File: src/rtl/pipe_mem_arbiter.sv
// rtl/pipe_mem_arbiter.sv - IF/MEM arbiter for one shared single-port variable-latency memory
//
// Purpose: serialises instruction fetches and data accesses onto a single memory
// port. Data accesses win because they belong to the older instruction. The block
// also produces the pipeline stall signals and a sticky timeout error.
//
// Ports:
//   clk, clrn              clock; synchronous active-high reset
//   if_req, if_addr        fetch request and PC from the IF stage
//   mem_rd, mem_wr         load / store in MEM (both high is treated as a store)
//   mem_addr, mem_wdata    data address and store data from EX/MEM
//   ram_req, ram_we        memory request and write enable (registered)
//   ram_addr, ram_wdata    memory address and write data (registered)
//   ram_ready, ram_rdata   memory completion strobe and read data
//   inst, inst_valid       latched instruction; valid until IF consumes it
//   mdata, mdata_valid     load data with a one-cycle valid pulse
//   stall_if               freeze PC and IF/ID
//   stall_pipe             freeze PC, IF/ID, ID/EX and EX/MEM
//   err                    sticky memory timeout, cleared only by reset
module pipe_mem_arbiter #(
  parameter int MAX_WAIT = 15,
  parameter int AW = 32
) (
  input  logic          clk,
  input  logic          clrn,
  input  logic          if_req,
  input  logic [AW-1:0] if_addr,
  input  logic          mem_rd,
  input  logic          mem_wr,
  input  logic [AW-1:0] mem_addr,
  input  logic [31:0]   mem_wdata,
  output logic          ram_req,
  output logic          ram_we,
  output logic [AW-1:0] ram_addr,
  output logic [31:0]   ram_wdata,
  input  logic          ram_ready,
  input  logic [31:0]   ram_rdata,
  output logic [31:0]   inst,
  output logic          inst_valid,
  output logic [31:0]   mdata,
  output logic          mdata_valid,
  output logic          stall_if,
  output logic          stall_pipe,
  output logic          err
);

  typedef enum logic [1:0] {IDLE, DACC, IACC, ERR} state_t;

  // Last count value before the timeout fires: the counter "reaches" MAX_WAIT
  // on the edge that moves the FSM into ERR.
  localparam logic [7:0] WAIT_LAST = 8'(MAX_WAIT - 1);

  state_t     state;
  state_t     state_next;
  logic       d_done;
  logic [7:0] wait_cnt;
  logic       d_req;
  logic       start_d;
  logic       start_i;
  logic       acc_done;
  logic       timeout;

  assign d_req = mem_rd | mem_wr;

  // d_done drops the stall in the completion cycle so EX/MEM advances and
  // MEM/WB captures mdata; it also stops the same instruction re-issuing.
  assign stall_pipe = err | (d_req & ~d_done);
  assign stall_if   = stall_pipe | (if_req & ~inst_valid);

  always_ff @(posedge clk) begin
    if (clrn) begin
      state <= IDLE;
    end else begin
      state <= state_next;
    end
  end

  always_comb begin
    state_next = state;
    start_d    = 1'b0;
    start_i    = 1'b0;
    acc_done   = 1'b0;
    timeout    = 1'b0;
    case (state)
      IDLE: begin
        if (d_req && !d_done) begin
          state_next = DACC;
          start_d    = 1'b1;
        end else if (if_req && !inst_valid) begin
          state_next = IACC;
          start_i    = 1'b1;
        end
      end
      DACC, IACC: begin
        if (ram_ready) begin
          state_next = IDLE;
          acc_done   = 1'b1;
        end else if (wait_cnt == WAIT_LAST) begin
          state_next = ERR;
          timeout    = 1'b1;
        end
      end
      ERR: state_next = ERR;
      default: state_next = IDLE;
    endcase
  end

  always_ff @(posedge clk) begin
    if (clrn) begin
      ram_req     <= 1'b0;
      ram_we      <= 1'b0;
      ram_addr    <= '0;
      ram_wdata   <= '0;
      inst        <= '0;
      inst_valid  <= 1'b0;
      mdata       <= '0;
      mdata_valid <= 1'b0;
      err         <= 1'b0;
      d_done      <= 1'b0;
      wait_cnt    <= '0;
    end else begin
      d_done      <= 1'b0;
      mdata_valid <= 1'b0;

      if (start_d) begin
        ram_req   <= 1'b1;
        ram_we    <= mem_wr;
        ram_addr  <= mem_addr;
        ram_wdata <= mem_wdata;
        wait_cnt  <= '0;
      end else if (start_i) begin
        ram_req  <= 1'b1;
        ram_we   <= 1'b0;
        ram_addr <= if_addr;
        wait_cnt <= '0;
      end else if (acc_done) begin
        ram_req <= 1'b0;
        ram_we  <= 1'b0;
        if (state == DACC) begin
          // A request withdrawn mid-access is discarded so it cannot mask
          // a different request that appears in the following cycle.
          d_done <= d_req;
          if (!ram_we && d_req) begin
            mdata       <= ram_rdata;
            mdata_valid <= 1'b1;
          end
        end else begin
          inst <= ram_rdata;
        end
      end else if (timeout) begin
        ram_req <= 1'b0;
        ram_we  <= 1'b0;
        err     <= 1'b1;
      end else if (state == DACC || state == IACC) begin
        wait_cnt <= wait_cnt + 8'd1;
      end

      // A fetch completing in the same cycle IF consumes the old one wins.
      if (acc_done && state == IACC) begin
        inst_valid <= 1'b1;
      end else if (!stall_if) begin
        inst_valid <= 1'b0;
      end
    end
  end

endmodule

File: config.mk
export PLATFORM = sky130hd
export DESIGN_NAME = pipe_mem_arbiter
export DESIGN_NICKNAME = d
export VERILOG_FILES = /design/src/rtl/pipe_mem_arbiter.sv
export SDC_FILE = /design/constraint.sdc
export NUM_CORES = 1
export LEC_CHECK = 0
export ABC_AREA = 1
export ABC_CLOCK_PERIOD_IN_PS = 2200
export CAP_MARGIN = 15
export CORE_ASPECT_RATIO = 0.6
export CORE_MARGIN = 5
export CORE_UTILIZATION = 42
export CTS_BUF_LIST = sky130_fd_sc_hd__clkbuf_16
export CTS_CLUSTER_DIAMETER = 30
export DETAILED_ROUTE_END_ITERATION = 10
export GPL_ROUTABILITY_DRIVEN = 0
export PLACE_DENSITY = 0.82
export SLEW_MARGIN = 20
export SYNTH_ARGS = -nofsm -noshare
export SYNTH_HDL_FRONTEND = slang
export SYNTH_SLANG_ARGS = --single-unit
File: constraint.sdc
create_clock -name clk -period 2.2 [get_ports clk]
set_clock_uncertainty 0.15 [all_clocks]
set_input_delay 0.44 -clock clk [delete_from_list [all_inputs] [get_ports clk]]
set_output_delay 0.44 -clock clk [all_outputs]
set_load 0.02 [all_outputs]
==> impl_metrics.py <==
metrics = {
    "worst_setup_path": {
        "cp-start-kind": "input port",
        "ff2ff_path_depth": 7,
        "slowest_stage": "clkdlybuf4s50_1",
        "path_class": "input port to output port",
        "reg2reg_from": "state[0]$_SDFFE_PP0P_",
        "reg2reg_setup_slack_ns": 0.26,
        "crit_buf_inv": 3,
        "path_common_cell": "nand2_1",
        "critPathTopFamily": "buffers and inverters",
        "arrival_ns": 1.46,
        "worst-endpoint-required_ns": 1.61,
        "crit_chain": "clkdlybuf4s50_1 > inv_2 > nand2_1 > nand2_2 > nand2_1 > clkbuf_2",
        "crit_path_max_fanout": 4,
        "endpoint_kind": "output port",
        "max_stage_delay_ns": 0.50,
        "r2r-end": "inst[23]$_SDFFE_PP0P_",
    },
    "global_route": {
        "grt_pass1_vias": 6003,
        "grt_overflow": 0,
        "grt.total_usage_pct": 22.93,
        "antenna_found_initial": 0,
        "grt_pass1_wl_um": 30770,
        "grt_max_degree": 65,
    },
    "drt": {
        "drt_pass1_iterations": 5,
        "ant_nets": 0,
        "vias": 6247,
        "wl_per_cell_um": 15.03,
        "drc_errors": 0,
        "avgViaCountPerCell": 4.765,
        "drt-initial-drc-count": 443,
        "routed_wl_um": 19700,
    },
    "timing": {
        "whs_ns": 0.2343,
        "finalSetupViolCount": 0,
        "rsz0062_at_grt": "no",
        "layout_setup_ws_ns": 0.1539,
        "slew_headroom_pct": 64.56,
        "max_freq_mhz": 488.7,
        "setup_tns_ns": 0,
        "tightest_slew_ns": 0.5315,
        "fin_crit_ns": 2.046,
        "finalCritPeriodShare_pct": 93.00,
        "slew_viol_final": 0,
        "hold_viol": 0,
    },
    "synth": {
        "syn_avg_cell_area_sq_um": 7.095,
        "yosys_warnings": 0,
        "yosysSeqAreaShare_pct": 48.31,
        "synth.net_count": 982,
        "ys_seq_elements": 144,
        "netlist_area_sq_mm": 0.005967,
        "synth_cell_types": 24,
        "synth_cells": 841,
    },
    "min_path": {
        "hold_path_class": "input port to flop",
        "min_from": "clrn",
        "worstHoldPathCells": 2,
        "hold_end": "mdata_valid$_SDFF_PP0_",
    },
    "final_layout": {
        "n_antenna_cell": 0,
        "num-fill-cells": 1154,
        "design_area_sq_mm": 0.009568,
        "fin_util_pct": 69.38,
        "syn2layout_area_growth_pct": 60.35,
        "drive_gt1_share_pct": 6.792,
        "final_nets": 1248,
    },
    "power": {
        "p_sw_mw": 4.335,
        "p_seq_share_pct": 30.9,
        "power_frac_comb_pct": 43.1,
        "switching_share_pct": 38.05,
        "p_int_mw": 7.057,
        "power_leakage_nw": 3.953,
        "pwr-share-clk_pct": 26.0,
        "vdd_drop_max_mv": 0.6147,
        "powerDensity_mw_per_mm2": 1191,
    },
    "clocking": {
        "clock-sinks": 144,
        "clock_latency_ns": 0.40,
        "path_clk_slew_ns": 0.06,
        "cts_tree": "built",
        "cts.htree.levels": 4,
        "holdBufCountCts": 0,
        "numCtsBuffers": 17,
        "clk_path_buf_depth": 2,
        "clock-root-buffer": "clkbuf_16",
        "cts_setup_buffers": 0,
        "ctsResizeCount": 2,
    },
    "job": {
        "maxCapViolCount": 0,
    },
    "die": {
        "rows": 33,
        "die_y_um": 102.3,
        "start_util_pct": 43.27,
        "io_pins": 269,
        "die_x_um": 163.9,
        "dieArea_sq_mm": 0.01677,
        "core-area_sq_mm": 0.01379,
    },
    "place": {
        "placed_cell_area_sq_mm": 0.008971,
        "place_ws_ns": -0.2743,
        "port_buffers": 268,
        "dp_hpwl_um": 14530,
    },
    "status": {
        "status": "completed",
    },
}
## cell families after synthesis
kind of cell,share of synthesized area (%)
buffers and inverters,6.479
DFF,48.31
xor gates and xnor gates,0.2936
AOI/OAI and AO/OA,7.779
and+or+nand+nor,35.67
adders and majority gates,1.468
## worst max path at each step
stage | startpoint | end | slack (ns) | depth (start not counted)
4_1_cts | mem_wr | stall_pipe | 0.0009 | 6
3_3_place_gp | mem_wr | stall_pipe | -0.21 | 6
5_1_grt | mem_wr | stall_pipe | 0.1 | 6
2_1_floorplan | state[0]$_SDFFE_PP0P_ | inst[28]$_SDFFE_PP0P_ | 0.42 | 7
3_5_place_dp | mem_wr | stall_pipe | -0.27 | 6
6_report | mem_wr | stall_pipe | 0.15 | 6
## metal layers
layer  global-route usage, %  up-vias  wire length [um]
li1                        -     3178                 -
met1                   28.87     2831              8567
met2                   37.17      218              9106
met3                   8.303       20              1712
met4                   7.216        0               310
met5                       0        -                 0
## worst reg2reg max path, cell delays in order (launching register included)
cell     delay (ns)
dfxtp_1        0.41
inv_1          0.12
ha_1           0.39
nand2_1        0.10
nor2_2         0.17
buf_4          0.25
nand3_1        0.09
a21oi_1        0.19
## cells in the mapped netlist (all sizes together)
cell	n	area [sq um]
xnor2	1	8.760
o22ai	1	6.260
o21bai	1	7.510
a21oi	86	430.4
clkbuf	19	71.32
nand4	1	6.260
dfxtp	144	2883
xor2	1	8.760
nand2	336	1264
buf	31	180.2
inv	36	135.1
nor3	3	26.28
nand3	44	220.2
o21ai	4	20.02
nand3b	33	247.7
ha	7	87.58
nor2	93	364.1
## layout make-up
class                           count  area (sq um)  area share (%)
Inverter                           36         135.1           1.412
Clock inverter                     14         181.4           1.896
Clock buffer                       17         425.4           4.446
Sequential cell                   144          2883           30.13
Multi-Input combinational cell    611          2705           28.27
Timing Repair Buffer              297          2998           31.33
Tap cell                          192         240.2           2.511
## per-stage QoR
| stage | total power, mW | instances |
|---|---|---|
| 3_3_place_gp | 8.411 | 1280 |
| 3_5_place_dp | 8.470 | 1280 |
| 5_1_grt | 12.04 | 1311 |
| 6_report | 11.39 | 1311 |
| 2_1_floorplan | 6.242 | 841 |
| 4_1_cts | 11.48 | 1311 |
## registers in the layout, indices dropped and copies added, names as in the netlist
name / count
inst_valid: 1
d_done: 1
mdata_valid: 1
ram_addr: 32
ram_req: 1
mdata: 32
err: 1
ram_we: 1
inst: 32
ram_wdata: 32
state: 2
wait_cnt: 8
## power groups by stage
stage          logic (mW)  registers (mW)  clock network [mW]
4_1_cts              4.94            3.52                3.03
3_3_place_gp         4.87            3.54                   0
3_5_place_dp         4.91            3.56                   0
6_report             4.91            3.52                2.97
5_1_grt              5.29            3.59                3.16
2_1_floorplan        2.00            4.24                   0
## layout by cell type (no fill, tap or decap), types with 2 or more instances in the layout
| cell type | netlist | routed |
|---|---|---|
| inv_1 | 31 | 32 |
| nor2_1 | 89 | 88 |
| nand3_1 | 44 | 44 |
| clkdlybuf4s50_1 | 0 | 265 |
| inv_6 | 0 | 4 |
| clkbuf_2 | 0 | 2 |
| inv_8 | 0 | 2 |
| nand3b_1 | 33 | 33 |
| buf_12 | 0 | 9 |
| nor3_1 | 2 | 2 |
| clkbuf_16 | 0 | 17 |
| nand2_1 | 335 | 333 |
| a21oi_1 | 86 | 86 |
| inv_2 | 5 | 5 |
| o21ai_0 | 4 | 4 |
| nand2_2 | 1 | 3 |
| ha_1 | 7 | 7 |
| buf_4 | 11 | 20 |
| dfxtp_1 | 144 | 144 |
| nor2_2 | 3 | 4 |
| bufinv_16 | 0 | 3 |
| clkinvlp_4 | 0 | 4 |
(Power assumes the default switching activity.)
